==> src/rtl/keypad_pkg.sv <==
// Shared types and key-code mapping for the keypad digit capture block.
package keypad_pkg;

   typedef enum logic [1:0] {
      SCAN,
      DEBOUNCE,
      HELD,
      RELEASE
   } state_t;

   // Row-major legend of a standard 4x4 telephone-style keypad.
   localparam logic [3:0] KEY_MAP [16] = '{
      4'h1, 4'h2, 4'h3, 4'hA,
      4'h4, 4'h5, 4'h6, 4'hB,
      4'h7, 4'h8, 4'h9, 4'hC,
      4'hE, 4'h0, 4'hF, 4'hD
   };

   function automatic logic [3:0] key_lut(input int nrows, input int ncols,
                                          input int row, input int col);
      logic [3:0] idx;
      int         code;
      if (nrows == 4 && ncols == 4) begin
         idx = {row[1:0], col[1:0]};
         return KEY_MAP[idx];
      end
      code = row * ncols + col;
      return code[3:0];
   endfunction

endpackage

==> src/rtl/debounce_timer.sv <==
// Saturating stable-level timer shared by press and release debouncing.
module debounce_timer #(
   parameter int LIMIT = 16
) (
   input  logic clk,
   input  logic reset,
   input  logic clear,
   input  logic enable,
   output logic done
);

   localparam int W = (LIMIT > 1) ? $clog2(LIMIT) : 1;

   logic [W-1:0] count;

   // NOTE: sequential state is always assigned with <= so every flop samples pre-edge values.
   always_ff @(posedge clk) begin
      if (!reset)                count <= '0;
      else if (clear)            count <= '0;
      else if (enable && !done)  count <= count + W'(1);
   end

   assign done = (count == W'(LIMIT - 1));

endmodule

==> src/rtl/keypad_digit_capture.sv <==
// Row-scanning keypad reader with debounce, single-shot key strobe and digit history.
module keypad_digit_capture #(
   parameter int NROWS      = 4,
   parameter int NCOLS      = 4,
   parameter int SCAN_DIV   = 4800,
   parameter int DEB_CYCLES = 960000,
   parameter int NDIGITS    = 2
) (
   input  logic                   clk,
   input  logic                   reset,
   input  logic [NCOLS-1:0]       columns,
   output logic [NROWS-1:0]       rows,
   output logic [3:0]             key_code,
   output logic                   key_valid,
   output logic                   key_held,
   output logic [4*NDIGITS-1:0]   digits
);

   import keypad_pkg::*;

   localparam int RW = (NROWS > 1) ? $clog2(NROWS) : 1;
   localparam int CW = (NCOLS > 1) ? $clog2(NCOLS) : 1;
   localparam int SW = $clog2(SCAN_DIV);
   localparam int DW = 4 * NDIGITS;

   if (NROWS * NCOLS > 16) begin : g_geom_check
      $error("keypad_digit_capture: NROWS*NCOLS must not exceed 16");
   end
   if (SCAN_DIV < 3) begin : g_div_check
      $error("keypad_digit_capture: SCAN_DIV must be at least 3");
   end

   // Row must be driven this long before cols_s reflects it through the synchronizer.
   localparam logic [SW-1:0] SETTLE    = SW'(2);
   localparam logic [SW-1:0] SCAN_LAST = SW'(SCAN_DIV - 1);

   state_t          state, next_state;
   logic [NCOLS-1:0] cols_m, cols_s;
   logic [RW-1:0]   row_idx, next_row;
   logic [CW-1:0]   col_idx, low_col;
   logic [SW-1:0]   scan_cnt;
   logic            key_seen, col_level;
   logic            capture, accept, row_step;
   logic            tmr_clear, tmr_en, tmr_done;
   logic [3:0]      new_code;

   debounce_timer #(.LIMIT(DEB_CYCLES)) u_timer (
      .clk    (clk),
      .reset  (reset),
      .clear  (tmr_clear),
      .enable (tmr_en),
      .done   (tmr_done)
   );

   always_comb begin
      key_seen = (cols_s != '1);
      low_col  = '0;
      for (int i = NCOLS - 1; i >= 0; i--) begin
         if (!cols_s[i]) low_col = CW'(i);
      end
   end

   assign col_level = cols_s[col_idx];
   assign next_row  = (row_idx == RW'(NROWS - 1)) ? '0 : row_idx + RW'(1);
   assign new_code  = key_lut(NROWS, NCOLS, int'(row_idx), int'(col_idx));

   // NOTE: every output of this block gets a default first, so no path can infer a latch.
   always_comb begin
      next_state = state;
      capture    = 1'b0;
      accept     = 1'b0;
      row_step   = 1'b0;
      tmr_clear  = 1'b0;
      tmr_en     = 1'b0;
      unique case (state)
         SCAN: begin
            tmr_clear = 1'b1;
            if (key_seen && scan_cnt >= SETTLE) begin
               next_state = DEBOUNCE;
               capture    = 1'b1;
            end else if (scan_cnt == SCAN_LAST) begin
               row_step = 1'b1;
            end
         end
         DEBOUNCE: begin
            if (col_level) begin
               next_state = SCAN;
               row_step   = 1'b1;
               tmr_clear  = 1'b1;
            end else if (tmr_done) begin
               next_state = HELD;
               accept     = 1'b1;
               tmr_clear  = 1'b1;
            end else begin
               tmr_en = 1'b1;
            end
         end
         HELD: begin
            if (col_level) begin
               next_state = RELEASE;
               tmr_clear  = 1'b1;
            end
         end
         RELEASE: begin
            if (!col_level) begin
               next_state = HELD;
               tmr_clear  = 1'b1;
            end else if (tmr_done) begin
               next_state = SCAN;
               row_step   = 1'b1;
               tmr_clear  = 1'b1;
            end else begin
               tmr_en = 1'b1;
            end
         end
         default: next_state = SCAN;
      endcase
   end

   always_ff @(posedge clk) begin
      if (!reset) begin
         state     <= SCAN;
         cols_m    <= '1;
         cols_s    <= '1;
         row_idx   <= '0;
         col_idx   <= '0;
         scan_cnt  <= '0;
         key_code  <= '0;
         key_valid <= 1'b0;
         digits    <= '0;
      end else begin
         cols_m    <= columns;
         cols_s    <= cols_m;
         state     <= next_state;
         key_valid <= accept;
         if (capture) col_idx <= low_col;
         if (accept) begin
            key_code <= new_code;
            digits   <= (digits << 4) | DW'(new_code);
         end
         if (row_step) begin
            row_idx  <= next_row;
            scan_cnt <= '0;
         end else if (state == SCAN && next_state == SCAN) begin
            scan_cnt <= scan_cnt + SW'(1);
         end
      end
   end

   always_comb begin
      for (int i = 0; i < NROWS; i++) rows[i] = (row_idx != RW'(i));
   end

   assign key_held = (state == HELD) || (state == RELEASE);

endmodule

==> config.mk <==
export PLATFORM = sky130hd
export DESIGN_NAME = keypad_digit_capture
export DESIGN_NICKNAME = d
export VERILOG_FILES = /design/src/rtl/keypad_pkg.sv /design/src/rtl/debounce_timer.sv /design/src/rtl/keypad_digit_capture.sv
export SDC_FILE = /design/constraint.sdc
export NUM_CORES = 1
export LEC_CHECK = 0
export BUFFER_PORTS_ARGS = -buffer_cell sky130_fd_sc_hd__buf_2
export CORE_MARGIN = 5
export CORE_UTILIZATION = 35
export DETAILED_ROUTE_END_ITERATION = 8
export MAX_ROUTING_LAYER = met4
export SKIP_LAST_GASP = 1
export SLEW_MARGIN = 40
export SYNTH_ARGS = -nofsm -noshare
export SYNTH_HDL_FRONTEND = slang
export SYNTH_SLANG_ARGS = --single-unit
==> constraint.sdc <==
create_clock -name clk -period 2.9 [get_ports clk]
set_clock_uncertainty 0.2 [all_clocks]
set_input_delay 0.435 -clock clk [delete_from_list [all_inputs] [get_ports clk]]
set_output_delay 0.435 -clock clk [all_outputs]
set_load 0.005 [all_outputs]
==> results.cfg <==
[cts]
cts_root_buf = clkbuf_8
clock_latency_ps = 310
tritoncts = yes
cts_buffers = 5
h-tree-depth = 2
cts_buffer_depth = 2
post_cts_resized = 0
post-cts-setup-buffers = 0
cts_hold_buf = 0
path_clk_slew_ps = 100
clock_sink_count = 56

[timing]
worst_slew_pin_slew_ps = 653.5
hold_viol = 0
min_period_ps = 2542
finalCritPeriodShare_pct = 87.66
rsz0062_at_grt = no
fin_tns_setup_ps = 0
setup_violations = 0
slew_headroom_pct = 56.14
max_freq_mhz = 393.4
drv_slew = 0

[grt]
grt_pass1_vias = 2012
grt-ovfl-total = 0
grt_util_met3_pct = 2.384
grt_use_met1_pct = 15.52
grt-busiest-layer = met2
grt_max_degree = 18
grtUsageTotal_pct = 11.69
grt_pass1_wl_microns = 9370
antenna_found_initial = 0
use_met2_pct = 17.77

[worst_setup_path]
cp-end-kind = register
startpoint_type = register
arrival_ps = 2540
crit_required_ps = 2900
regToRegStartpoint = u_timer.count[6]
regToRegSetupSlack_ps = 360
crit_type = reg2reg
crit_path_start = u_timer.count[6]
critPathMaxFanout = 12

[finish]
seqCellArea_sq_mm = 0.001121
utilization_pct = 39.55
syn2layout_area_growth_pct = 10.04
design_area_sq_mm = 0.003072
antenna_cells = 0
nets = 349
layoutNonFillerInstCount = 434
final_layout_size_suffix_gt1_share_pct = 15.66
multi_input_area_sq_mm = 0.001523
fill_cells = 801

[floorplan]
dieHeight_microns = 99.31
dieArea_sq_mm = 0.009861
num_rows = 32
die_width_microns = 99.31
core_area_sq_mm = 0.007767
io_pins = 24
start_util_pct = 35.94

[placement]
place_hpwl_microns = 3862
post_dp_cell_area_sq_mm = 0.002984
dp.cells = 426
portBuffers = 23
place.gp.congestion = 0.8263

[synthesis]
synth_xor_area_share_pct = 9.996
yosysUniqueCellTypes = 42
synthMuxAreaShare_pct = 3.765
synth_edf_count = 0
synth.avg_cell_area_sq_um = 9.005
synth_compound_area_share_pct = 6.992
synthAdderAreaFrac_pct = 5.379
synth_top_family_by_area = simple AND/OR/NAND/NOR gates
syn_area_sq_mm = 0.002791
synth-simple-area-share_pct = 28.42
ys_ff_latch = 56
netlist_instances = 310
ys.flop_type = dfxtp_1
synth_nets = 328
synthArstFlopShare_pct = 0
ys_warn_count = 0
seq_area_frac_synth_pct = 40.16

[power]
power_density_mw_per_mm2 = 495.9
ir_drop_mv = 0.2051
p_leak_nw = 1.121

[status]
outcome = completed

[routing]
drt-initial-drc-count = 97
route.detailed.drc = 0
vias_per_cell = 4.917
drtAntennaViolNets = 0
drt-wirelength-per-cell_microns = 11.96
vias = 2134
first_pass_iters = 4
routed_wl_microns = 5190

[hold_path]
worstHoldStart = columns[3]
hp-class = in2reg

[run]
max_cap_viol_count = 0
-- path summary, 6_finish.rpt --
| check | to | cells after the start |
|---|---|---|
| worst max-delay path | u_timer.count[4] | 7 |
| worst min-delay path | cols_m[3] | 2 |
| worst max register to register | u_timer.count[4] | 7 |
| worst min register to register | cols_s[0] | 1 |
-- cell type report --
cell class,instances,share of cell area (%)
inverters,14,1.711
well taps,102,4.155
repair buffers,29,5.214
clock buffers,5,2.240
multi-input cells,225,49.57
flip-flops and latches,56,36.50
clock inverters,3,0.6110
-- flip-flops by register name (all words and copies together), names as in the netlist --
signal and flops:
col_idx 2, cols_m 4, cols_s 4, digits 5, key_code 3, key_valid 1, row_idx 2, scan_cnt 13
state 2, u_timer.count 20
-- logic make-up (layout without fill, tap and decap cells) --
| logic type | Yosys count | in the layout |
|---|---|---|
| AOI/OAI and AO/OA | 29 | 29 |
| xor gates and xnor gates | 31 | 31 |
| adders and majority gates | 12 | 12 |
| buffers and inverters | 29 | 51 |
| DFF | 56 | 56 |
| muxes | 8 | 8 |
| and+or+nand+nor | 145 | 145 |
-- routing by layer --
layer,wire [microns],up-vias
li1,-,1092
met1,2578,1001
met2,2312,33
met3,211,8
met4,88,0
met5,0,-
-- cell usage in the layout (no fill, tap or decap), drive strengths merged, types with 2 or more instances in the layout --
| master | Yosys | layout |
|---|---|---|
| nand3 | 15 | 15 |
| nor3 | 9 | 9 |
| nand2b | 9 | 9 |
| clkinv | 0 | 3 |
| buf | 11 | 29 |
| xnor2 | 19 | 19 |
| dfxtp | 56 | 56 |
| and4 | 4 | 4 |
| nor4 | 7 | 7 |
| and2 | 3 | 3 |
| nand4 | 11 | 11 |
| and3 | 4 | 4 |
| inv | 14 | 14 |
| mux2i | 6 | 6 |
| a211oi | 7 | 7 |
| clkbuf | 4 | 5 |
| ha | 12 | 12 |
| mux4 | 2 | 2 |
| o21ai | 6 | 6 |
| o211ai | 2 | 2 |
| o211a | 2 | 2 |
| a21oi | 8 | 8 |
| nor2 | 53 | 53 |
| nand2 | 26 | 26 |
| xor2 | 12 | 12 |
-- cell usage after synthesis, types with 3 or more instances --
cell,number,area (sq um)
o21ai_0,5,25.02
nand3_1,15,75.07
xnor2_1,18,157.7
nor2_1,52,195.2
ha_1,12,150.1
a21oi_1,8,40.04
and3_1,4,25.02
buf_4,5,37.54
a211oi_1,6,45.04
nor4_4,4,85.08
and2_1,3,18.77
inv_1,14,52.55
nand4_1,11,68.82
dfxtp_1,56,1121
nand2_1,25,93.84
and4_1,4,35.03
mux2i_1,6,60.06
nor4_1,3,18.77
xor2_1,12,105.1
nand2b_1,9,56.30
clkbuf_1,4,15.01
nor3_1,7,35.03
buf_2,4,20.02
-- worst max-delay path: stages (launching register included) --
cell	delay, ps
dfxtp_1	430
and4_1	240
nand4b_1	190
nor3_4	370
nor2_4	100
o21ai_1	550
buf_4	310
nor2_1	70
-- through the flow --
stage               setup WS (ps)  power (W)  hold WS [ps]
floorplan                   673.1   0.001060         186.3
global route                121.9   0.001638         84.42
finish                      357.9   0.001523         103.1
global placement            467.8   0.001120         193.2
detailed placement          352.6   0.001125         195.3
CTS                         328.3   0.001554         91.45
-- power by group --
group | leakage (nW) | switching, W | internal, W | total [W]
clock network | 0.0479 | 0.000252 | 0.000169 | 0.000421
logic | 0.619 | 0.000142 | 0.000104 | 0.000246
registers | 0.454 | 0.0000538 | 0.000802 | 0.000856
Note: power is estimated with default switching activity, not from simulation.
